===== src/rtl/ram_cmd_arbiter.sv =====
// Two-requester front end for the shared 10-bit-command RAM port: arbitrates,
// serialises each transaction into RAM command words, and returns a response.
module ram_cmd_arbiter #(
  parameter int ADDR_SIZE  = 8,
  parameter int RD_TIMEOUT = 4,
  parameter int RR_EN      = 1
) (
  input  logic                 clk,
  input  logic                 rst_n,
  input  logic                 req0_valid,
  output logic                 req0_ready,
  input  logic                 req0_we,
  input  logic [ADDR_SIZE-1:0] req0_addr,
  input  logic [7:0]           req0_wdata,
  output logic                 rsp0_valid,
  output logic [7:0]           rsp0_rdata,
  output logic                 rsp0_err,
  input  logic                 req1_valid,
  output logic                 req1_ready,
  input  logic                 req1_we,
  input  logic [ADDR_SIZE-1:0] req1_addr,
  input  logic [7:0]           req1_wdata,
  output logic                 rsp1_valid,
  output logic [7:0]           rsp1_rdata,
  output logic                 rsp1_err,
  output logic [9:0]           ram_din,
  output logic                 ram_rx_valid,
  input  logic [7:0]           ram_dout,
  input  logic                 ram_tx_valid,
  output logic [2:0]           dbg_state
);

  typedef enum logic [2:0] {
    IDLE     = 3'd0,
    CMD_ADDR = 3'd1,
    CMD_DATA = 3'd2,
    CMD_READ = 3'd3,
    RD_WAIT  = 3'd4,
    RESP     = 3'd5
  } state_t;

  localparam logic [3:0] TO_LAST = 4'(RD_TIMEOUT - 1);

  state_t     state;
  logic       owner;
  logic       last_grant;
  logic       cap_we;
  logic [7:0] cap_wdata;
  logic [3:0] to_cnt;

  logic       sel1;
  logic       grant0;
  logic       grant1;
  logic       fin;
  logic [7:0] fin_data;
  logic       fin_err;

  // Handshake: a request transfers on the rising edge where reqN_valid and
  // reqN_ready are both high; ready depends only on state, last_grant and the
  // two valids, and only one requester can see ready in any cycle.
  always_comb begin
    sel1 = 1'b0;
    if (req0_valid && req1_valid) begin
      sel1 = (RR_EN != 0) ? ~last_grant : 1'b0;
    end else begin
      sel1 = req1_valid;
    end
    grant0 = (state == IDLE) && req0_valid && !sel1;
    grant1 = (state == IDLE) && req1_valid && sel1;
  end

  assign req0_ready = grant0;
  assign req1_ready = grant1;
  assign dbg_state  = state;

  // fin marks the cycle whose edge loads the owner's response registers.
  always_comb begin
    fin      = 1'b0;
    fin_data = 8'h00;
    fin_err  = 1'b0;
    case (state)
      CMD_DATA: fin = 1'b1;
      RD_WAIT: begin
        if (ram_tx_valid) begin
          fin      = 1'b1;
          fin_data = ram_dout;
        end else if (to_cnt == TO_LAST) begin
          fin     = 1'b1;
          fin_err = 1'b1;
        end
      end
      default: ;
    endcase
  end

  always_ff @(posedge clk) begin
    if (!rst_n) begin
      state        <= IDLE;
      owner        <= 1'b0;
      last_grant   <= 1'b1;
      cap_we       <= 1'b0;
      cap_wdata    <= 8'h00;
      to_cnt       <= 4'd0;
      ram_din      <= 10'h000;
      ram_rx_valid <= 1'b0;
      rsp0_valid   <= 1'b0;
      rsp0_rdata   <= 8'h00;
      rsp0_err     <= 1'b0;
      rsp1_valid   <= 1'b0;
      rsp1_rdata   <= 8'h00;
      rsp1_err     <= 1'b0;
    end else begin
      ram_din      <= 10'h000;
      ram_rx_valid <= 1'b0;
      rsp0_valid   <= 1'b0;
      rsp1_valid   <= 1'b0;

      if (fin) begin
        if (owner) begin
          rsp1_valid <= 1'b1;
          rsp1_rdata <= fin_data;
          rsp1_err   <= fin_err;
        end else begin
          rsp0_valid <= 1'b1;
          rsp0_rdata <= fin_data;
          rsp0_err   <= fin_err;
        end
      end

      case (state)
        IDLE: begin
          if (grant0 || grant1) begin
            owner        <= grant1;
            last_grant   <= grant1;
            cap_we       <= grant1 ? req1_we : req0_we;
            cap_wdata    <= grant1 ? req1_wdata : req0_wdata;
            ram_rx_valid <= 1'b1;
            if (grant1) begin
              ram_din <= {(req1_we ? 2'b00 : 2'b10), req1_addr};
            end else begin
              ram_din <= {(req0_we ? 2'b00 : 2'b10), req0_addr};
            end
            state <= CMD_ADDR;
          end
        end
        CMD_ADDR: begin
          ram_rx_valid <= 1'b1;
          if (cap_we) begin
            ram_din <= {2'b01, cap_wdata};
            state   <= CMD_DATA;
          end else begin
            ram_din <= {2'b11, 8'h00};
            state   <= CMD_READ;
          end
        end
        CMD_DATA: state <= RESP;
        CMD_READ: begin
          to_cnt <= 4'd0;
          state  <= RD_WAIT;
        end
        RD_WAIT: begin
          if (fin) begin
            state <= RESP;
          end else begin
            to_cnt <= to_cnt + 4'd1;
          end
        end
        RESP:    state <= IDLE;
        default: state <= IDLE;
      endcase
    end
  end

endmodule


===== config.mk =====
export PLATFORM = sky130hd
export DESIGN_NAME = ram_cmd_arbiter
export DESIGN_NICKNAME = d
export VERILOG_FILES = /design/src/rtl/ram_cmd_arbiter.sv
export SDC_FILE = /design/constraint.sdc
export NUM_CORES = 1
export LEC_CHECK = 0
export ABC_AREA = 1
export BUFFER_PORTS_ARGS = -buffer_cell sky130_fd_sc_hd__buf_2
export CAP_MARGIN = 20
export CORE_ASPECT_RATIO = 0.9
export CORE_MARGIN = 10
export CORE_UTILIZATION = 50
export DETAILED_ROUTE_END_ITERATION = 8
export PLACE_DENSITY = 0.87
export SLEW_MARGIN = 25
export SYNTH_ARGS = -nofsm -noshare
export SYNTH_HDL_FRONTEND = slang
export SYNTH_SLANG_ARGS = --single-unit
export TNS_END_PERCENT = 30

===== constraint.sdc =====
create_clock -name clk -period 2.71 [get_ports clk]
set_input_delay 0 -clock clk [delete_from_list [all_inputs] [get_ports clk]]
set_output_delay 0 -clock clk [all_outputs]
set_load 0.03 [all_outputs]

==> results of run 1 <==
[per-layer routing]
metal | up-vias | wire (um) | global-route usage [%]
li1 | 1247 | - | -
met1 | 1084 | 2570 | 18.34
met2 | 84 | 3066 | 27.50
met3 | 9 | 474 | 4.577
met4 | 0 | 81 | 5.602
met5 | - | 0 | 0
[state kept, by name, indices dropped and copies added, names as in the netlist, 3 cells and up]
signal      count
to_cnt          4
dbg_state       3
cap_wdata       8
ram_din        10
rsp0_rdata      8
rsp1_rdata      8
[cell type report]
| cell class | count | area (sq um) |
|---|---|---|
| clock buffer | 6 | 72.57 |
| clock inverter | 2 | 10.01 |
| fill | 413 | 1653 |
| inverter | 42 | 157.7 |
| multi-input combinational | 248 | 1090 |
| sequential | 49 | 980.9 |
| tap | 62 | 77.57 |
| timing repair buffer | 86 | 447.9 |
[what timing repair did]
item,in CTS,in global routing
endpoints found under the setup margin,0,0
endpoints found under the hold margin,3,0
hold buffers,3,0
[worst max path at each step]
stage,start,to,cells after the start
floorplan,dbg_state[0],ram_din[2],8
global placement,dbg_state[0],ram_din[3],7
detailed placement,dbg_state[0],ram_din[6],7
CTS,dbg_state[0],req1_ready,4
global route,dbg_state[0],req1_ready,4
finish,dbg_state[0],req1_ready,4
[placed cells by master (no fill, tap or decap), types with 2 or more instances in the layout]
cell type / netlist / final
nor3_1: 2 / 2
buf_2: 4 / 82
inv_1: 39 / 39
a21oi_1: 15 / 15
dfxtp_1: 49 / 49
nand2_2: 2 / 2
clkbuf_8: 0 / 5
dlygate4sd3_1: 0 / 3
inv_2: 3 / 3
nand3_1: 11 / 11
clkinv_2: 0 / 2
nand4_1: 16 / 16
nand2_1: 115 / 115
o21ai_0: 16 / 16
nor2_1: 61 / 61
nand3_2: 2 / 2
[report_power, final]
group          total, uW  internal [uW]  leakage, uW  switching [uW]
combinational       1020            291      0.00106             733
clock                408            179    0.0000450             229
sequential           957            869     0.000400            88.0
[critical path: cells and delay by family (launching register included)]
kind | cells | cell delay, ns
AND/OR/NAND/NOR | 3 | 0.98
flip-flops | 1 | 0.36
buffers and inverters | 1 | 0.32
[cells in the mapped netlist, drive strengths merged]
library cell / n / area, sq um
clkbuf: 4 / 16.26
nor2: 63 / 246.5
nand4: 16 / 100.1
nor3: 2 / 10.01
nand3: 13 / 75.07
a21boi: 1 / 7.510
inv: 42 / 157.6
o21ai: 16 / 80.08
nand2: 117 / 444.2
ha: 1 / 12.51
o21bai: 1 / 7.510
a21oi: 16 / 91.34
or2: 1 / 6.260
buf: 12 / 91.34
xnor2: 1 / 8.760
dfxtp: 49 / 980.9
[cells by family (layout without fill, tap and decap cells)]
kind of cell	after synthesis	after routing	synth area share (%)
fa+ha+maj	1	1	0.5355
buf+inv	58	136	11.35
compound gates	34	34	7.981
simple gates	212	212	37.76
xor+xnor	1	1	0.3750
flops	49	49	41.99
[metrics by stage]
stage	hold WS, ns	power [uW]
after floorplan	0.2023	1775
after global placement	0.2999	1958
after detailed placement	0.3075	1986
after CTS	0.0004178	2398
after global routing	0.01088	2571
final	-0.003637	2389
==> results_dict.tcl, run 1 <==
set metrics [dict create \
    status "complete, but fails checks" \
    violations "negative hold slack" \
    cp-end-kind "primary output" \
    worst_pin_slew_ns 0.6484 \
    slew_viol_final 0 \
    initial_core_util_pct 52.03 \
    min_delay_worst_endpoint "cap_wdata[1]" \
    drcViolationCount 0 \
    fin_ws_ns 0.7540 \
    antenna_left 0 \
    via_count 2424 \
    fin_crit_sh_pct 72.18 \
    grt_max_degree 30 \
    clock-sinks 49 \
    regToRegStartpoint "dbg_state[0]" \
    timing.rr.end "rsp0_err" \
    ctsResizeCount 0 \
    clk_pin_slew_ns 0.09 \
    antenna_found_initial 0 \
    via_per_inst 4.897 \
    place_hpwl_um 4666 \
    finalCriticalPeriod_ns 1.956 \
    root_buffer "clkbuf_8" \
    numCtsBuffers 5 \
    antenna_cells 0 \
    preCtsSetupSlack_ns 0.9071 \
    synthCells 355 \
    hold_viol 1 \
    crit_required_ns 2.71 \
    yosysSeqAreaShare_pct 41.99 \
    whs_ns -0.003637 \
    fin_skew_ns 0.01299 \
    finalNonFillerCells 495 \
    critPathKind "reg2out" \
    hold_start "req0_wdata[1]" \
    hold_path_depth 5 \
    ys_warn_count 0 \
    insertion_delay_ns 0.30 \
    rows 23 \
    synth_area_sq_um 2336 \
    grt_pass1_vias 2335 \
    wl_per_cell_um 12.51 \
    max_stage_delay_ns 0.56 \
    cp_max_fo 18 \
    setup-violations-final 0 \
    grt_util_all_layers_pct 15.93 \
    fp.coreArea_sq_um 4489 \
    path_cells "nor2_4 > nand2_2 > nor2_2 > buf_2" \
    die-area_sq_um 7810 \
    drt_iter0_drc 190 \
    drv_cap 0 \
    tritoncts "built" \
    hp-class "in2reg" \
    dp_cells 484 \
    final_util_pct 63.18 \
    syn-num-nets 403 \
    max-slew-margin-rel_pct 56.73 \
    nets 480 \
    cts_setup_buffers 0 \
    finish.instance_area_sq_um 2836 \
    portBuffers 82 \
    grt_first_pass_wirelength_um 10590 \
    worstPathArrival_ns 1.96 \
    avgSynthCellArea_sq_um 6.580 \
    syn_to_final_growth_pct 21.42 \
    htreeDepth 2 \
    routed_wl_um 6192 \
    dieWidth_um 92.05 \
    place_area_sq_um 2724 \
    start_kind "flop" \
    slowest_stage "nor2_2" \
    overflow 0 \
    ff2ff_path_depth 6 \
    p_leak_uw 0.001502 \
    rrSetupSlack_ns 0.88 \
    synth.distinct_cells 26 \
    gp_congestion 0.7824 \
    power_density_nw_per_um2 842.3 \
    rsz0062_at_grt "no" \
    die_y_um 84.85 \
    synth_seq_cells 49 \
    fmax_ghz 0.5112 \
    drive_above_1_share_pct 23.09 \
    io_pins 83 \
    peakVddDrop_mv 0.4951 \
    clock_path_buffers 2 \
    finalSetupTns_ns 0 \
    dr.pass1.iters 4 \
]
Note: power is estimated with default switching activity, not from simulation.
==> run 2: changes to the inputs <==
--- a/config.mk
+++ b/config.mk
@@ -5,14 +5,14 @@
 export SDC_FILE = /design/constraint.sdc
 export NUM_CORES = 1
 export LEC_CHECK = 0
-export ABC_AREA = 1
+export ABC_AREA = 0
 export BUFFER_PORTS_ARGS = -buffer_cell sky130_fd_sc_hd__buf_2
 export CAP_MARGIN = 20
 export CORE_ASPECT_RATIO = 0.9
 export CORE_MARGIN = 10
-export CORE_UTILIZATION = 50
+export CORE_UTILIZATION = 48
 export DETAILED_ROUTE_END_ITERATION = 8
-export PLACE_DENSITY = 0.87
+export PLACE_DENSITY = 0.86
 export SLEW_MARGIN = 25
 export SYNTH_ARGS = -nofsm -noshare
 export SYNTH_HDL_FRONTEND = slang
==> constraint.sdc (replaced) <==
create_clock -name clk -period 1.95 [get_ports clk]
set_input_delay 0 -clock clk [delete_from_list [all_inputs] [get_ports clk]]
set_output_delay 0 -clock clk [all_outputs]
set_load 0.03 [all_outputs]
==> run 2 against run 1 <==
  * Critical path depth rose by 1
  * Worst hold slack improved by 0.0012 ns
  * Register-to-register slack got worse by 0.71 ns
  * The flow still finishes with violations (negative hold slack)
  * Wire length rose by 7.8%
  * Count of clock-buffer cells in the layout increased by 1
  * Largest cell class unchanged
  * Clock power is 63% higher
  * Via count shrank 15%
  * Area after synthesis down 8.9%
  * Clock skew increased by 0.0015 ns
  * Critical endpoint is now rsp0_rdata[3]
  * Cell count fell by 18%
  * Die area is 4.0% lower
==> results_dict.tcl, run 2 <==
set metrics [dict create \
    grt_util_all_layers_pct 17.44 \
    grt_first_pass_wirelength_um 10570 \
    internal-power_uw 1972 \
    hold_viol 1 \
    start_kind "flop" \
    synth_edf_count 0 \
    synth_area_sq_um 2127 \
    p_leak_uw 0.001490 \
    drt_iter0_drc 143 \
    antenna_left 0 \
    wl_per_cell_um 16.45 \
    initial_core_util_pct 50.84 \
    via_per_inst 5.071 \
    drcViolationCount 0 \
    post-synth-top-area-cell "dfxtp_1" \
    synth_top_family_by_area "simple AND/OR/NAND/NOR gates" \
    clk_pin_slew_ns 0.09 \
    synth-main-ff-cell "dfxtp_1" \
    worst_pin_slew_ns 0.6516 \
    synthXorXnorAreaFrac_pct 1.647 \
    layout_common_cells "buf_2 (82), dfxtp_1 (49), nand2_1 (43), dlygate4sd3_1 (38), mux2i_1 (28)" \
    synthCells 219 \
    yosys-top-cells-area "dfxtp_1 (46%), mux2i_1 (13%), nand2_1 (7.6%)" \
    seqPwrFrac_pct 40.5 \
    grt_max_degree 20 \
    clock-sinks 49 \
    fin_crit_sh_pct 91.28 \
    largest-register "ram_din" \
    violations "negative hold slack" \
    swShare_pct 38.51 \
    portBuffers 82 \
    fin_skew_ns 0.01452 \
    insertion_delay_ns 0.31 \
    tritoncts "built" \
    avgSynthCellArea_sq_um 9.713 \
    status "complete, but fails checks" \
    rsz0062_at_grt "no" \
    fmax_ghz 0.5618 \
    die_y_um 83.15 \
    top_usage_layer "met2" \
    gp_congestion 0.7790 \
    nets 388 \
    whs_ns -0.002449 \
    root_buffer "clkbuf_8" \
    synth.area.mux_share_pct 13.18 \
    cp_max_fo 10 \
    power_density_nw_per_um2 1039 \
    pwr-share-comb_pct 38.8 \
    worstPathArrival_ns 2.01 \
    synth.top_cell.area_share_pct 46.12 \
    dieWidth_um 90.17 \
    syn-num-nets 267 \
    antenna_found_initial 4 \
    synthAdderAreaFrac_pct 0.5882 \
    setup-violations-final 0 \
    synth_seq_cells 49 \
    finalSetupTns_ns 0 \
    place_hpwl_um 4106 \
    hp-class "in2reg" \
    switchingPower_uw 1235 \
    fp.coreArea_sq_um 4184 \
    ys_top_cells_by_count "dfxtp_1 (49), nand2_1 (43), mux2i_1 (28)" \
    async_flop_share_pct 0 \
    hold_start "req0_we" \
    use_met2_pct 30.51 \
    finalCriticalPeriod_ns 1.780 \
    drv_cap 0 \
    clock_path_buffers 2 \
    slew_viol_final 0 \
    syn_to_final_growth_pct 45.18 \
    rrSetupSlack_ns 0.17 \
    ys_warn_count 0 \
    rows 22 \
    regToRegStartpoint "dbg_state[1]" \
    use_met3_pct 4.676 \
    synthSimpleGateAreaFrac_pct 20.35 \
    crit_start "dbg_state[1]" \
    yosysMostFrequentCell "dfxtp_1" \
    routed_wl_um 6677 \
    synth.distinct_cells 39 \
    peakVddDrop_mv 0.7994 \
    die-area_sq_um 7498 \
    critPathKind "reg2reg" \
    yosysSeqAreaShare_pct 46.12 \
    final_common_cell "buf_2" \
    synth_compound_area_share_pct 13.24 \
    crit_required_ns 2.18 \
    io_pins 83 \
    drive_above_1_share_pct 34.02 \
    dr.pass1.iters 4 \
    cp-end-kind "flop" \
    htreeDepth 2 \
    overflow 0 \
    largest_reg_flops 10 \
    grt_pass1_vias 2113 \
    numCtsBuffers 5 \
    global_route.usage.met1_pct 18.03 \
    ctsResizeCount 0 \
    pwr-share-clk_pct 20.7 \
    max-slew-margin-rel_pct 56.55 \
    via_count 2059 \
]
## run 2: cell types whose count changed in the layout (fill, tap and decap cells not counted), moves of 10 or more
cell,change
dlygate4sd3_1,+35
mux2i_1,+28
nor2_1,-48
nand3_1,-10
a21oi_1,-10
nand4_1,-14
inv_1,-35
nand2_1,-72
## run 2: per-stage QoR
step           utilization [%]  worst slack, ns  instances  total power [uW]  area [sq um]
2_1_floorplan                -           0.3298        219              2168          2127
3_3_place_gp             61.90           0.3761        355              2430          2590
3_5_place_dp             61.90           0.2103        355              2464          2590
4_1_cts                  73.50           0.1856        401              3186          3075
5_1_grt                  73.80          0.02877        406              3384          3088
6_report                 73.80           0.1700        406              3207          3088
## run 2: final timing paths
| kind | endpoint | cells past startpoint |
|---|---|---|
| worst max-delay path | rsp0_rdata[3] | 5 |
| worst min-delay path | cap_we | 3 |
| worst max register to register | rsp0_rdata[3] | 5 |
| worst min register to register | rsp0_rdata[5] | 2 |
## run 2: cell type report
type	instances	area, sq um
Antenna cell	5	12.51
Clock buffer	7	96.34
Clock inverter	1	8.758
Fill cell	292	1096
Inverter	4	15.01
Multi-Input combinational cell	152	1049
Sequential cell	49	980.9
Tap cell	60	75.07
Timing Repair Buffer	128	850.8
## run 2: worst max-delay path, stage by stage (launching register included)
cell and delay (ns):
dfxtp_1 0.62, and2b_1 0.27, nor3_2 0.09, nor4_2 0.23
buf_4 0.25, mux2i_1 0.23
## run 2: per-layer routing
| layer | routed length (um) | part of all wire (%) | vias up |
|---|---|---|---|
| met4 | 202 | 3.0 | 0 |
| li1 | - | - | 1015 |
| met3 | 337 | 5.0 | 17 |
| met5 | 0 | 0 | - |
| met1 | 2536 | 38 | 967 |
| met2 | 3601 | 54 | 60 |
## run 2: power by group through the flow
stage	clock network, uW	registers [uW]	logic [uW]
2_1_floorplan	0	1460	706
3_3_place_gp	0	1300	1130
3_5_place_dp	0	1310	1150
4_1_cts	675	1290	1220
5_1_grt	717	1320	1350
6_report	664	1300	1240
## run 2: what timing repair did
action / 4_1_cts / 5_1_grt
setup endpoints to repair: 0 / 0
setup buffers: 0 / 0
hold buffers: 38 / 0
hold endpoints to repair: 30 / 0
## run 2: logic make-up after synthesis
logic type / after synthesis
AOI/OAI and AO/OA: 37
xor gates and xnor gates: 4
adders and majority gates: 1
buffers and inverters: 18
DFF: 49
muxes: 28
and+or+nand+nor: 82
==> run 3: changes to the inputs <==
--- a/config.mk
+++ b/config.mk
@@ -13,6 +13,7 @@
 export CORE_UTILIZATION = 48
 export DETAILED_ROUTE_END_ITERATION = 8
 export PLACE_DENSITY = 0.86
+export RECOVER_POWER = 50
 export SLEW_MARGIN = 25
 export SYNTH_ARGS = -nofsm -noshare
 export SYNTH_HDL_FRONTEND = slang
==> run 3 against run 2 <==
  * The run still ends with negative hold slack left
  * Worst hold slack hardly changed
  * Non-clock buffer count did not move
  * First-iteration DRC count is 22% higher
  * Clock skew shrank 0.00071 ns
  * Sequential share of layout area up 0.52 points
  * Utilization down 1.2 points
  * Largest cell class unchanged
  * Die area stayed put
  * Critical path depth unchanged
  * Clock power about the same
  * Largest power group unchanged
  * Global-route usage is the same
  * Fmax grew 0.93%
==> results_dict.tcl, run 3 (synthesis gave the netlist of run 2 again) <==
set metrics [dict create \
    p_leak_uw 0.001342 \
    finalSetupTns_ns 0 \
    grt_first_pass_wirelength_um 10570 \
    status "complete, but fails checks" \
    grt_pass1_vias 2113 \
    nets 388 \
    start_kind "flop" \
    hp-class "in2reg" \
    timing.rr.end "rsp0_rdata[3]" \
    drv_cap 0 \
    antenna_left 0 \
    routed_wl_um 6723 \
    n_fill_cell 311 \
    regToRegStartpoint "dbg_state[1]" \
    multi_input_area_sq_um 1044 \
    htreeDepth 2 \
    crit_required_ns 2.19 \
    largest-register "ram_din" \
    hold_viol 2 \
    final_util_pct 72.61 \
    place_hpwl_um 4106 \
    insertion_delay_ns 0.31 \
    via_per_inst 5.106 \
    critPathKind "reg2reg" \
    internal-power_uw 1945 \
    gp_congestion 0.7790 \
    final_common_cell "dfxtp_1" \
    power_density_nw_per_um2 1049 \
    numCtsBuffers 5 \
    finalCriticalPeriod_ns 1.764 \
    clock-sinks 49 \
    overflow 0 \
    drt_iter0_drc 174 \
    clk_pin_slew_ns 0.09 \
    initial_core_util_pct 50.84 \
    dieWidth_um 90.17 \
    fin_crit_sh_pct 90.44 \
    swShare_pct 38.94 \
    violations "negative hold slack" \
    die_y_um 83.15 \
    largest_reg_flops 10 \
    fmax_ghz 0.5670 \
    clock_path_buffers 2 \
    switchingPower_uw 1241 \
    regArea_sq_um 980.9 \
    layout_common_cells "dfxtp_1 (49), buf_2 (48), nand2_1 (43), dlygate4sd3_1 (38), clkbuf_1 (34)" \
    fp.coreArea_sq_um 4184 \
    setup-violations-final 0 \
    ff2ff_path_depth 5 \
    worstPathArrival_ns 2.00 \
    cp_max_fo 10 \
    cp-end-kind "flop" \
    whs_ns -0.002440 \
    io_pins 83 \
    seqPwrFrac_pct 40.9 \
    grt_util_all_layers_pct 17.44 \
    antenna_found_initial 4 \
    rows 22 \
    min_delay_worst_endpoint "cap_we" \
    hold_path_depth 3 \
    peakVddDrop_mv 0.8090 \
    wl_per_cell_um 16.60 \
    rrSetupSlack_ns 0.19 \
    max-slew-margin-rel_pct 57.35 \
    hold_start "req0_we" \
    tritoncts "built" \
    pwr-share-clk_pct 20.9 \
    rsz0062_at_grt "no" \
    die-area_sq_um 7498 \
    via_count 2068 \
    drcViolationCount 0 \
    portBuffers 82 \
    pwr-share-comb_pct 38.2 \
    grt_max_degree 20 \
    fin_skew_ns 0.01380 \
    dr.pass1.iters 4 \
    slew_viol_final 0 \
    root_buffer "clkbuf_8" \
    cts_setup_buffers 0 \
    syn_to_final_growth_pct 42.82 \
    worst_pin_slew_ns 0.6397 \
    drive_above_1_share_pct 23.75 \
]
==> run 3: final cells by class <==
cell class | count | share of cell area [%]
diodes | 4 | 0.3295
well taps | 60 | 2.471
clock inverters | 1 | 0.2883
clock buffers | 7 | 3.171
repair buffers | 128 | 26.61
multi-input cells | 152 | 34.35
flip-flops and latches | 49 | 32.29
inverters | 4 | 0.4942
==> run 3: power groups by stage <==
stage | clock network (uW) | registers [uW] | logic, uW
2_1_floorplan | 0 | 1460 | 706
3_3_place_gp | 0 | 1300 | 1130
3_5_place_dp | 0 | 1310 | 1150
4_1_cts | 675 | 1290 | 1220
5_1_grt | 720 | 1320 | 1320
6_report | 667 | 1300 | 1220
==> run 3: per-stage QoR <==
stage	cells	hold slack, ns	setup slack, ns	power, uW	area [sq um]
floorplan	219	0.1497	0.3298	2168	2127
global placement	355	0.2565	0.3761	2430	2590
detailed placement	355	0.2614	0.2103	2464	2590
CTS	401	0.0009887	0.1856	3186	3075
global route	405	0.01293	0.03171	3359	3038
finish	405	-0.002440	0.1865	3186	3038
==> run 3: timing repair <==
action | CTS | global route
gates resized for setup | 0 | 0
endpoints found under the hold margin | 30 | 0
hold buffers | 38 | 0
==> run 3: critical path, stage by stage, from the launching register on <==
cell	delay, ns
dfxtp_1	0.61
and2b_1	0.27
nor3_2	0.09
nor4_2	0.23
buf_4	0.25
mux2i_1	0.23
==> run 3: how the worst max path moves through the flow <==
stage                 start             to  slack (ns)  cells after the start
5_1_grt        dbg_state[1]     ram_din[1]        0.03                      4
4_1_cts        dbg_state[1]  rsp0_rdata[3]        0.19                      5
3_3_place_gp   dbg_state[1]  rsp0_rdata[1]        0.38                      5
6_report       dbg_state[1]  rsp0_rdata[3]        0.19                      5
2_1_floorplan  dbg_state[1]       rsp0_err        0.33                      6
3_5_place_dp   dbg_state[1]  rsp0_rdata[3]        0.21                      5
==> run 3: routing by layer <==
metal | up-vias | routed length [um] | global-route usage [%]
met5 | - | 0 | 0
met4 | 0 | 221 | 11.21
met3 | 17 | 274 | 4.676
met2 | 59 | 3611 | 30.51
met1 | 985 | 2616 | 18.03
li1 | 1007 | - | -
